`src/rtl/pwm_cfg_arbiter.sv`:
```
// PWM config bank with round-robin SPI/AUX write port and period-aligned commit.
// PWM_CFG_IMMEDIATE_EN: bypass shadow stage, writes land on active regs at once.
module pwm_cfg_arbiter #(
  parameter int ADDR_W     = 7,
  parameter int DATA_W     = 8,
  parameter int TMO_W      = 16,
  parameter int TMO_CYCLES = 1000
) (
  input  logic              clk,
  input  logic              rst_n,
  input  logic              spi_wr_valid,
  input  logic [ADDR_W-1:0] spi_wr_addr,
  input  logic [DATA_W-1:0] spi_wr_data,
  output logic              spi_wr_ready,
  input  logic              aux_wr_valid,
  input  logic [ADDR_W-1:0] aux_wr_addr,
  input  logic [DATA_W-1:0] aux_wr_data,
  output logic              aux_wr_ready,
  input  logic              period_end,
  output logic [DATA_W-1:0] en_reg_out_7_0,
  output logic [DATA_W-1:0] en_reg_out_15_8,
  output logic [DATA_W-1:0] en_reg_pwm_7_0,
  output logic [DATA_W-1:0] en_reg_pwm_15_8,
  output logic [DATA_W-1:0] pwm_duty_cycle,
  output logic              cfg_pending,
  output logic [3:0]        wr_err_cnt
);

  localparam int NREG = 5;

  typedef enum logic [1:0] {
    IDLE    = 2'd0,
    GNT_SPI = 2'd1,
    GNT_AUX = 2'd2
  } state_e;

  state_e state_q;
  logic   spi_rdy_q;
  logic   aux_rdy_q;
  logic   last_aux_q;

  always_ff @(posedge clk or negedge rst_n) begin
    if (!rst_n) begin
      state_q    <= IDLE;
      spi_rdy_q  <= 1'b0;
      aux_rdy_q  <= 1'b0;
      last_aux_q <= 1'b1;
    end else begin
      spi_rdy_q <= 1'b0;
      aux_rdy_q <= 1'b0;
      unique case (state_q)
        IDLE: begin
          if (spi_wr_valid && (!aux_wr_valid || last_aux_q)) begin
            state_q    <= GNT_SPI;
            spi_rdy_q  <= 1'b1;
            last_aux_q <= 1'b0;
          end else if (aux_wr_valid) begin
            state_q    <= GNT_AUX;
            aux_rdy_q  <= 1'b1;
            last_aux_q <= 1'b1;
          end
        end
        default: state_q <= IDLE;
      endcase
    end
  end

  assign spi_wr_ready = spi_rdy_q;
  assign aux_wr_ready = aux_rdy_q;

  logic              wr_fire;
  logic              addr_ok;
  logic [ADDR_W-1:0] wr_addr;
  logic [DATA_W-1:0] wr_data;
  logic [NREG-1:0]   wr_sel;
  logic [3:0]        err_q;
  logic [3:0]        err_d;

  always_comb begin
    wr_fire = (spi_rdy_q & spi_wr_valid) | (aux_rdy_q & aux_wr_valid);
    wr_addr = spi_rdy_q ? spi_wr_addr : aux_wr_addr;
    wr_data = spi_rdy_q ? spi_wr_data : aux_wr_data;
    addr_ok = wr_addr < ADDR_W'(NREG);
    for (int i = 0; i < NREG; i++) begin
      wr_sel[i] = wr_fire && (wr_addr == ADDR_W'(i));
    end
    err_d = err_q;
    if (wr_fire && !addr_ok && err_q != 4'hF) begin
      err_d = err_q + 4'd1;
    end
  end

  logic [NREG-1:0][DATA_W-1:0] act_q;
  logic [NREG-1:0][DATA_W-1:0] act_d;

`ifdef PWM_CFG_IMMEDIATE_EN
  logic unused_pe;
  localparam int unused_tmo = TMO_CYCLES + TMO_W;

  assign unused_pe   = period_end;
  assign cfg_pending = 1'b0;

  always_comb begin
    act_d = act_q;
    for (int i = 0; i < NREG; i++) begin
      if (wr_sel[i]) act_d[i] = wr_data;
    end
  end
`else
  logic [NREG-1:0][DATA_W-1:0] shd_q;
  logic [NREG-1:0][DATA_W-1:0] shd_d;
  logic [NREG-1:0]             dirty_q;
  logic [NREG-1:0]             dirty_d;
  logic [TMO_W-1:0]            tmo_q;
  logic [TMO_W-1:0]            tmo_d;
  logic                        tmo_fire;
  logic                        commit;

  assign cfg_pending = |dirty_q;

  // commit reads shadow before this edge's write lands
  always_comb begin
    tmo_fire = 1'b0;
    if (TMO_CYCLES != 0) begin
      tmo_fire = cfg_pending && (tmo_q == TMO_W'(TMO_CYCLES - 1));
    end
    commit = period_end | tmo_fire;
    tmo_d  = '0;
    if (TMO_CYCLES != 0 && cfg_pending && !commit) begin
      tmo_d = tmo_q + TMO_W'(1);
    end
    act_d   = act_q;
    shd_d   = shd_q;
    dirty_d = dirty_q;
    for (int i = 0; i < NREG; i++) begin
      if (commit && dirty_q[i]) begin
        act_d[i]   = shd_q[i];
        dirty_d[i] = 1'b0;
      end
      if (wr_sel[i]) begin
        shd_d[i]   = wr_data;
        dirty_d[i] = 1'b1;
      end
    end
  end

  always_ff @(posedge clk or negedge rst_n) begin
    if (!rst_n) begin
      shd_q   <= '0;
      dirty_q <= '0;
      tmo_q   <= '0;
    end else begin
      shd_q   <= shd_d;
      dirty_q <= dirty_d;
      tmo_q   <= tmo_d;
    end
  end
`endif

  always_ff @(posedge clk or negedge rst_n) begin
    if (!rst_n) begin
      act_q <= '0;
      err_q <= '0;
    end else begin
      act_q <= act_d;
      err_q <= err_d;
    end
  end

  assign en_reg_out_7_0  = act_q[0];
  assign en_reg_out_15_8 = act_q[1];
  assign en_reg_pwm_7_0  = act_q[2];
  assign en_reg_pwm_15_8 = act_q[3];
  assign pwm_duty_cycle  = act_q[4];
  assign wr_err_cnt      = err_q;

endmodule

```
`config.mk`:
```
export PLATFORM = sky130hd
export DESIGN_NAME = pwm_cfg_arbiter
export DESIGN_NICKNAME = d
export VERILOG_FILES = /design/src/rtl/pwm_cfg_arbiter.sv
export SDC_FILE = /design/constraint.sdc
export NUM_CORES = 1
export LEC_CHECK = 0
export BUFFER_PORTS_ARGS = -buffer_cell sky130_fd_sc_hd__buf_4
export CELL_PAD_IN_SITES_DETAIL_PLACEMENT = 2
export CELL_PAD_IN_SITES_GLOBAL_PLACEMENT = 2
export CORE_MARGIN = 5
export CORE_UTILIZATION = 30
export CTS_CLUSTER_DIAMETER = 40
export CTS_CLUSTER_SIZE = 12
export DETAILED_ROUTE_END_ITERATION = 16
export GPL_TIMING_DRIVEN = 0
export PLACE_DENSITY_LB_ADDON = 0.1
export SYNTH_ARGS = -nofsm -noshare
export SYNTH_HDL_FRONTEND = slang
export SYNTH_SLANG_ARGS = --single-unit
export TNS_END_PERCENT = 1
```
`constraint.sdc`:
```
create_clock -name clk -period 4 [get_ports clk]
set_input_delay 0.8 -clock clk [delete_from_list [all_inputs] [get_ports clk]]
set_output_delay 0.8 -clock clk [all_outputs]
set_load 0.05 [all_outputs]
```
==> run_results.csv, run 1 <==
group,metric,value,unit
worst_setup_path,rr_endpoint,"shd_q[16]",
power_and_ir_drop,p_int,1.84,mW
yosys,ys_seq_elements,110,
routing,drcViolationCount,0,
finish,post-route-util,0.386,
placement,place_congestion,0.760,
sta,slew_viol_final,0,
routing,vias_per_cell,4.70,
yosys,synth_area_leaders,"dfrtp_1 58%, mux2_2 17%, mux2_4 5.4%",
yosys,syn_area,0.00471,mm^2
worst_hold_path,holdCritPathClass,"in2async",
yosys,synth-edff-count,0,
global_routing,grt_pass1_wl,18.8,mm
floorplan,ioPinCount,82,
power_and_ir_drop,switching_power,0.783,mW
routing,num_vias,3008,
power_and_ir_drop,vdd_ir_drop_max,0.231,mV
floorplan,core.rowCount,45,
yosys,synthCells,331,
clock_network,h-tree-depth,3,
clock_network,clkTransAtPathRegs,0.08,ns
routing,dr.first_iter.drc_count,79,
global_routing,gr-usage-all-layers,0.134,
yosys,synth_cell_types,46,
floorplan,fp.coreArea,0.0153,mm^2
yosys,synth_top_cells_by_count,"109 x dfrtp_1, 72 x mux2_2, 21 x nor2_1",
yosys,synth_ff_type,"dfrtp_1",
clock_network,cts_tree,"done",
yosys,yosysWarnings,0,
placement,post-place-ws,0.742,ns
clock_network,clockRootBuffer,"clkbuf_16",
placement,dp.cells,624,
routing,first_pass_iters,4,
routing,drt_wl_total,11.8,mm
worst_setup_path,rr_startpoint,"spi_wr_ready",
global_routing,grt_pass1_vias,3413,
global_routing,grt.overflow.total,0,
worst_setup_path,crit_path_end_kind,"register",
finish,nets,461,
power_and_ir_drop,p_leak,2.95,nW
finish,multi_input_area,0.00193,mm^2
yosys,synth_top_area_cell,"dfrtp_1",
yosys,synth_top_area_share,0.579,
floorplan,dieArea,0.0183,mm^2
sta,fin_tns_setup,0,ns
floorplan,die-width,135,um
clock_network,clock_sinks,110,
routing,wire_per_inst,18.5,um
run_status,status,"finished, final reports clean",
yosys,avgSynthCellArea,14.2,um^2
clock_network,cts_buffer_depth,2,
sta,finalSetupViolations,0,
yosys,syn_nets,368,
finish,diodes,0,
power_and_ir_drop,p_per_area,444,mW/mm^2
clock_network,worstSkewPairLatency,0.35,ns
finish,layout-drive-gt1-share,0.476,
job,drv_cap,0,
worst_setup_path,rr_worst_depth,5,
power_and_ir_drop,clock_power_share,0.341,
floorplan,initial_utilization,0.308,
sta,tightest_slew,0.923,ns
power_and_ir_drop,combPwrFrac,0.175,
clock_network,cts_resized,0,
global_routing,grt_max_degree,81,
yosys,yosysMostFrequentCell,"dfrtp_1",
worst_setup_path,critPathRequiredTime,4.24,ns
global_routing,antenna_found_initial,0,
worst_setup_path,start_kind,"register",
worst_setup_path,rrSetupSlack,1.15,ns
finish,fin_cells,640,
sta,slew_headroom,0.381,
finish,area.growth.synth_to_final,25.3,%
clock_network,cts_buffers,9,
sta,fin_crit,2.85,ns
sta,finalCritPeriodShare,0.713,
worst_setup_path,criticalPathCategory,"reg2reg",
placement,hpwl,8.32,mm
finish,fillers,1587,
yosys,async_flop_share,1.00,
worst_setup_path,arrival,3.10,ns
clock_network,post-cts-setup-buffers,0,
sta,final.setup.worst_slack,1.15,ns
sta,fmax,350,MHz
sta,finClkSkew,0.00718,ns
finish,regArea,0.00275,mm^2
clock_network,hold_buffers,0,
placement,port-buffer-count,81,
power_and_ir_drop,p_seq_frac,0.484,
worst_setup_path,cp_max_fo,9,
power_and_ir_drop,p_sw_frac,0.299,
sta,rsz0062_at_grt,"no",
sta,final-hold-violation-count,0,
routing,ant_nets,0,
sta,fin_hold_ws,0.315,ns
yosys,synth-seq-area-share,0.584,
floorplan,chipHeight,135,um
-- final cells by class --
cell class | count | share of cell area
flip-flops and latches | 110 | 0.466
repair buffers | 82 | 0.108
well taps | 211 | 0.0447
clock inverters | 5 | 0.00784
inverters | 4 | 0.00254
clock buffers | 11 | 0.0411
plain buffers | 5 | 0.00339
multi-input cells | 212 | 0.326
-- how the worst max path moves through the flow --
stage	start	slack (ns)	endpoint
floorplan	spi_wr_ready	1.40	shd_q[32]
global placement	spi_wr_addr[4]	0.86	shd_q[16]
detailed placement	spi_wr_addr[4]	0.74	shd_q[16]
CTS	spi_wr_ready	1.02	shd_q[16]
global route	spi_wr_ready	0.88	shd_q[21]
finish	spi_wr_ready	1.15	shd_q[16]
-- per-stage QoR --
stage          instance area [um^2]  power (mW)
6_report                       5910        2.62
5_1_grt                        5910        2.75
4_1_cts                        5910        2.67
3_5_place_dp                   5620        1.76
3_3_place_gp                   5590        1.74
2_1_floorplan                  4710        1.57
-- flip-flops by register name (all words and copies together), names as in the netlist, 2 cells and up --
name / count
shd_q: 40
en_reg_pwm_15_8: 8
tmo_q: 16
en_reg_out_7_0: 8
dirty_q: 5
pwm_duty_cycle: 8
state_q: 2
en_reg_pwm_7_0: 8
wr_err_cnt: 4
en_reg_out_15_8: 8
-- power by group through the flow --
stage               Clock, mW  Combinational, mW  Sequential, mW
global placement            0              0.454            1.29
CTS                     0.932              0.472            1.27
finish                  0.892              0.460            1.27
detailed placement          0              0.470            1.29
global route            0.970              0.499            1.28
floorplan                   0              0.193            1.38
-- logic make-up after synthesis --
family	after synthesis	share of synthesized area
DFF	110	0.584
AOI/OAI and AO/OA	28	0.0454
adders and majority gates	2	0.00531
buffers and inverters	9	0.00743
xor gates and xnor gates	15	0.0279
and+or+nand+nor	75	0.0969
muxes	92	0.233
-- worst max-delay path, stage by stage, from the launching register on --
cell and delay, ns:
dfrtp_1 0.35, clkbuf_1 0.27, nor4b_1 0.64, o21ai_1 0.29
nor3_2 0.76, mux2_2 0.42
-- cell usage in the layout (no fill, tap or decap), drive strengths merged, types with 4 or more instances in the layout --
| master | instances |
|---|---|
| buf | 83 |
| dfrtp | 109 |
| o21ai | 5 |
| a21oi | 6 |
| nand4 | 4 |
| xnor2 | 8 |
| clkbuf | 15 |
| a21o | 5 |
| xor2 | 7 |
| nand2 | 17 |
| mux2 | 91 |
| nor4 | 4 |
| nor3 | 8 |
| nand3 | 7 |
| inv | 9 |
| nor2 | 21 |
-- layer usage --
metal	track usage	vias to the layer above	share of wire
met5	0	-	0
met4	0.0325	0	0.011
met3	0.0401	10	0.038
met2	0.240	52	0.52
met1	0.157	1571	0.43
li1	-	1375	-
No activity file was read; power rests on OpenSTA's default activity.
==> inputs of run 2 (changes only) <==
ABC_AREA = 1   (was not set)
clock period = 2.7 ns   (was 4 ns; I/O delays follow)
==> run 2 against run 1 <==
  * Sequential power grew 46%
  * Wire length grew 20%
  * Cell area grew 4.2%
  * Flip-flop and latch count is the same
  * Non-clock buffer count grew 14
  * Utilization shrank 0.11 points
  * First-iteration DRC count grew 92%
  * Worst hold slack lost 0.12 ns
  * Clock skew shrank 0.0021 ns
  * Worst setup slack lost 0.44 ns
  * Critical path type is now reg2out
  * Highest routed layer unchanged
==> run_results.csv, run 2 <==
group,metric,value,unit
run_status,status,"finished, final reports clean",
clock_network,hold_buffers,0,
clock_network,clock_sinks,110,
clock_network,h-tree-depth,3,
global_routing,grt_pass1_wl,23.4,mm
global_routing,grt_pass1_vias,4465,
floorplan,die-width,138,um
routing,first_pass_iters,4,
yosys,ys_seq_elements,110,
yosys,yosysMostFrequentCell,"nand2_1",
sta,fin_tns_setup,0,ns
floorplan,ioPinCount,82,
power_and_ir_drop,p_leak,3.17,nW
clock_network,worstSkewPairLatency,0.35,ns
worst_setup_path,arrival,1.46,ns
routing,wire_per_inst,16.4,um
sta,slew_viol_final,0,
worst_setup_path,cp_max_fo,10,
sta,fin_crit,2.00,ns
yosys,avgSynthCellArea,8.92,um^2
finish,largest_reg_flops,40,
sta,finalSetupViolations,0,
yosys,synth-seq-area-share,0.560,
finish,post-route-util,0.385,
routing,ant_nets,0,
placement,dp.cells,849,
placement,hpwl,10.6,mm
yosys,synthCells,551,
floorplan,chipHeight,138,um
placement,post-place-ws,0.827,ns
yosys,synth_cell_types,32,
finish,mostFrequentLayoutCells,"183 x nand2_1, 109 x dfrtp_1, 81 x buf_4",
power_and_ir_drop,p_per_area,661,mW/mm^2
yosys,syn_nets,588,
global_routing,gr-usage-all-layers,0.158,
finish,final_common_cell,"nand2_1",
yosys,yosysWarnings,0,
power_and_ir_drop,vdd_ir_drop_max,0.478,mV
floorplan,dieArea,0.0190,mm^2
yosys,synth_top_area_share,0.555,
routing,drt_wl_total,14.1,mm
finish,nets,681,
finish,layout-drive-gt1-share,0.242,
routing,vias_per_cell,4.63,
finish,area.growth.synth_to_final,25.2,%
global_routing,antenna_found_initial,0,
worst_hold_path,holdCritPathClass,"in2async",
routing,drcViolationCount,0,
placement,port-buffer-count,81,
sta,rsz0062_at_grt,"no",
clock_network,cts_buffer_depth,2,
finish,diodes,0,
routing,dr.first_iter.drc_count,152,
job,drv_cap,0,
sta,final-hold-violation-count,0,
yosys,synth_area_leaders,"dfrtp_1 56%, nand2_1 14%, nand3_1 5.6%",
clock_network,clockRootBuffer,"clkbuf_16",
floorplan,fp.coreArea,0.0160,mm^2
clock_network,cts_tree,"done",
yosys,async_flop_share,1.00,
floorplan,initial_utilization,0.307,
sta,finClkSkew,0.00508,ns
sta,fmax,501,MHz
clock_network,clkTransAtPathRegs,0.07,ns
yosys,synth_top_area_cell,"dfrtp_1",
worst_setup_path,start_kind,"register",
placement,place_congestion,0.806,
routing,num_vias,4004,
clock_network,cts_buffers,9,
floorplan,core.rowCount,46,
worst_setup_path,crit_path_end_kind,"primary output",
finish,regMostFlops,"shd_q",
worst_setup_path,critPathRequiredTime,2.16,ns
yosys,synth_top_cells_by_count,"183 x nand2_1, 109 x dfrtp_1, 55 x nand3_1",
global_routing,grt_max_degree,69,
sta,finalCritPeriodShare,0.739,
sta,final.setup.worst_slack,0.704,ns
worst_setup_path,criticalPathCategory,"reg2out",
yosys,synth-edff-count,0,
finish,fin_cells,865,
finish,reg.largest.list,"shd_q (40), tmo_q (16)",
yosys,syn_area,0.00491,mm^2
clock_network,post-cts-setup-buffers,0,
yosys,synth_ff_type,"dfrtp_1",
sta,tightest_slew,0.612,ns
clock_network,cts_resized,0,
global_routing,grt.overflow.total,0,
sta,slew_headroom,0.592,
## run 2: cell count changes after synthesis, moves of 8 or more
cell / before / now
o21ai_1: 1 / 28
nand2_2: 0 / 14
inv_1: 4 / 31
nor2_1: 21 / 50
nand3_1: 7 / 55
buf_6: 0 / 8
mux2_4: 17 / 0
nand2_1: 12 / 183
mux2_2: 72 / 0
o21ai_2: 0 / 8
## run 2: final timing paths
check                      cells past startpoint    startpoint  slack [ns]                  to
max                                            4    dirty_q[4]        0.70         cfg_pending
min                                            1         rst_n        0.20            tmo_q[8]
max reg2reg                                    9  spi_wr_ready        0.94           shd_q[14]
min reg2reg                                    1      tmo_q[0]        0.46            tmo_q[0]
max in group asynchronous                      2         rst_n        1.76  en_reg_pwm_15_8[3]
min in group clk                               1      tmo_q[0]        0.46            tmo_q[0]
## run 2: cell families after synthesis
logic type / Yosys count / share of synthesized area
adders and majority gates: 2 / 0.00509
AOI/OAI and AO/OA: 53 / 0.0652
DFF: 110 / 0.560
xor gates and xnor gates: 13 / 0.0232
and+or+nand+nor: 320 / 0.289
buffers and inverters: 53 / 0.0576
## run 2: layout make-up
| class | count | area (um^2) |
|---|---|---|
| clock inverter | 4 | 77.6 |
| sequential | 110 | 2750 |
| buffer | 19 | 153 |
| multi-input combinational | 388 | 1880 |
| timing repair buffer | 82 | 636 |
| inverter | 34 | 130 |
| tap | 216 | 270 |
| fill | 1850 | 9850 |
| clock buffer | 12 | 256 |
## run 2: layer usage
metal	track usage	wire length [um]	up-vias
met3	0.0265	500	13
met5	0	0	-
met1	0.207	6500	1977
met2	0.271	6960	68
li1	-	-	1946
met4	0.0428	176	0
## run 2: power by group
part	leakage, nW	switching [mW]	total [mW]	internal, mW
combinational	1.49	0.492	0.720	0.229
sequential	1.52	0.0891	1.86	1.77
clock	0.163	0.618	1.49	0.871
total	3.17	1.20	4.07	2.87
## run 2: worst max-delay path: stages, from the launching register on
cell and delay, ns:
dfrtp_1 0.36, buf_2 0.19, inv_1 0.14, nand4_2 0.19
buf_4 0.24
## run 2: through the flow
step	power [mW]	hold WS, ns	cell area, um^2
after floorplan	2.34	0.244	4910
after global placement	2.59	0.445	5790
after detailed placement	2.63	0.457	5820
after CTS	4.14	0.224	6150
after global routing	4.29	0.254	6150
final	4.07	0.200	6150
==> inputs of run 3 (changes only) <==
clock period = 1.7 ns   (was 2.7 ns; I/O delays follow)
==> run 3 against run 2 <==
  * The run now ends with negative setup slack left
  * Sequential share of layout area shrank 1.3 points
  * Non-clock buffer count grew 7
  * Register-to-register slack lost 0.91 ns
  * Critical path depth is the same
  * Cell count grew 0.81%
  * Flip-flop and latch count is the same
  * Die area is the same
  * Largest power group unchanged
  * First-iteration DRC count shrank 7.2%
  * Critical path type unchanged
  * Wire length grew 1.9%
  * Global-route usage is essentially flat
==> run_results.csv, run 3 (same netlist as run 2, synthesis figures left out) <==
group,metric,value,unit
power_and_ir_drop,finalPower,6.19,mW
finish,layout-drive-gt1-share,0.274,
clock_network,cts_tree,"done",
global_routing,grt_pass1_vias,4483,
global_routing,grt.overflow.total,0,
floorplan,dieArea,0.0190,mm^2
global_routing,antenna_found_initial,0,
finish,postLayoutCellArea,0.00634,mm^2
clock_network,clkTransAtPathRegs,0.08,ns
clock_network,cts_buffer_depth,2,
clock_network,clock_sinks,110,
power_and_ir_drop,p_per_area,977,mW/mm^2
run_status,violations,"negative setup slack",
power_and_ir_drop,vdd_ir_drop_max,0.651,mV
sta,slew_viol_final,0,
global_routing,grt_max_degree,72,
routing,dr.first_iter.drc_count,141,
routing,dr_wl_met3,529,um
finish,fin_cells,872,
routing,drt_wl_total,14.4,mm
worst_hold_path,holdCritPathClass,"in2reg",
global_routing,grt_pass1_wl,23.2,mm
floorplan,core.rowCount,46,
routing,highest_layer,"met4",
power_and_ir_drop,p_leak,3.25,nW
finish,post-route-util,0.396,
worst_setup_path,rr_startpoint,"tmo_q[0]",
worst_setup_path,rr_endpoint,"en_reg_pwm_15_8[0]",
floorplan,initial_utilization,0.307,
placement,hpwl,10.6,mm
finish,nets,688,
worst_setup_path,arrival,1.37,ns
routing,ant_nets,0,
worst_setup_path,rrSetupSlack,0.03,ns
worst_setup_path,cp_max_fo,10,
sta,fmax,584,MHz
floorplan,fp.coreArea,0.0160,mm^2
finish,mostFrequentLayoutCells,"178 x nand2_1, 109 x dfrtp_1, 88 x buf_4",
finish,reg.largest.list,"shd_q (40), tmo_q (16)",
routing,wire_per_inst,16.5,um
placement,post-place-ws,-0.106,ns
worst_setup_path,start_kind,"register",
clock_network,h-tree-depth,3,
floorplan,chipHeight,138,um
placement,place_congestion,0.758,
sta,final-hold-violation-count,0,
sta,finalSetupViolations,1,
sta,rsz0062_at_grt,"yes",
worst_setup_path,cp-startpoint,"dirty_q[3]",
finish,area.growth.synth_to_final,29.0,%
worst_setup_path,crit_path_end_kind,"primary output",
routing,first_pass_iters,4,
sta,finClkSkew,0.00894,ns
finish,diodes,0,
power_and_ir_drop,combPwrFrac,0.194,
worst_setup_path,rr_worst_depth,11,
sta,tightest_slew,0.618,ns
sta,finalCritPeriodShare,1.01,
power_and_ir_drop,p_seq_frac,0.477,
floorplan,die-width,138,um
worst_setup_path,criticalPathCategory,"reg2out",
routing,num_vias,4056,
routing,wl_met1,6.60,mm
sta,fin_crit,1.71,ns
routing,wl_met2,7.15,mm
placement,port-buffer-count,81,
power_and_ir_drop,switching_power,1.98,mW
worst_setup_path,critPathRequiredTime,1.36,ns
placement,dpl_cell_area,0.00583,mm^2
worst_setup_path,crit_end,"cfg_pending",
sta,final.setup.worst_slack,-0.0118,ns
global_routing,gr-usage-all-layers,0.158,
clock_network,cts_buffers,9,
power_and_ir_drop,p_int,4.21,mW
finish,regMostFlops,"shd_q",
power_and_ir_drop,p_sw_frac,0.320,
clock_network,worstSkewPairLatency,0.36,ns
job,drv_cap,0,
placement,dp.cells,849,
run_status,status,"finished, violations left",
power_and_ir_drop,clock_power_share,0.329,
finish,largest_reg_flops,40,
routing,vias_per_cell,4.65,
sta,slew_headroom,0.588,
clock_network,clockRootBuffer,"clkbuf_16",
floorplan,ioPinCount,82,
routing,drcViolationCount,0,
finish,final_common_cell,"nand2_1",
-- run 3: changes by cell type in the layout (fill, tap and decap cells not counted), sizes merged --
cell         change
buf              +4
bufinv           -2
clkinv           +1
clkinvlp         +1
dlygate4sd3      +1
inv              +2
-- run 3: power groups by stage --
stage,Combinational [mW],Clock [mW],Sequential [mW]
floorplan,0.545,0,3.17
global placement,1.13,0,2.99
detailed placement,1.18,0,3.00
CTS,1.20,2.11,2.95
global route,1.34,2.20,2.98
finish,1.20,2.04,2.95
-- run 3: repair_timing --
action | 4_1_cts | 5_1_grt
gates resized for setup | 18 | 26
hold endpoints to repair | 38 | 0
pin swaps | 0 | 17
setup endpoints to repair | 67 | 94
hold buffers | 1 | 0
buffers inserted | 0 | 5
cloned | 0 | 1
-- run 3: worst min-delay path by stage --
| stage | start | to | slack (ns) | cells past startpoint |
|---|---|---|---|---|
| after CTS | spi_wr_valid | state_q[0] | 0.34 | 3 |
| final | aux_wr_valid | aux_wr_ready | 0.36 | 5 |
| after global placement | tmo_q[0] | tmo_q[0] | 0.45 | 1 |
| after detailed placement | rst_n | tmo_q[6] | 0.38 | 1 |
| after floorplan | rst_n | aux_wr_ready | 0.04 | 0 |
| after global routing | period_end | dirty_q[0] | 0.38 | 4 |
-- run 3: per-layer routing --
layer | global-route usage | vias up
met5 | 0 | -
met4 | 0.0362 | 0
met3 | 0.0334 | 12
met2 | 0.270 | 68
met1 | 0.207 | 2021
li1 | - | 1955
-- run 3: layout make-up --
class / instances / area, um^2
Buffer: 19 / 200
Clock buffer: 10 / 229
Clock inverter: 6 / 43.8
Fill cell: 1818 / 9660
Inverter: 34 / 130
Multi-Input combinational cell: 388 / 2000
Sequential cell: 110 / 2750
Tap cell: 216 / 270
Timing Repair Buffer: 89 / 712
-- run 3: critical path: stages (launching register included) --
cell and delay, ns:
dfrtp_1 0.36, buf_2 0.19, inv_1 0.13, nand4_4 0.14
buf_6 0.19
-- run 3: through the flow --
stage / hold WS, ns / setup TNS, ns
floorplan: 0.0444 / -1.08
global placement: 0.448 / -0.262
detailed placement: 0.378 / -2.84
CTS: 0.341 / -1.13
global route: 0.385 / -2.61
finish: 0.355 / -0.0118
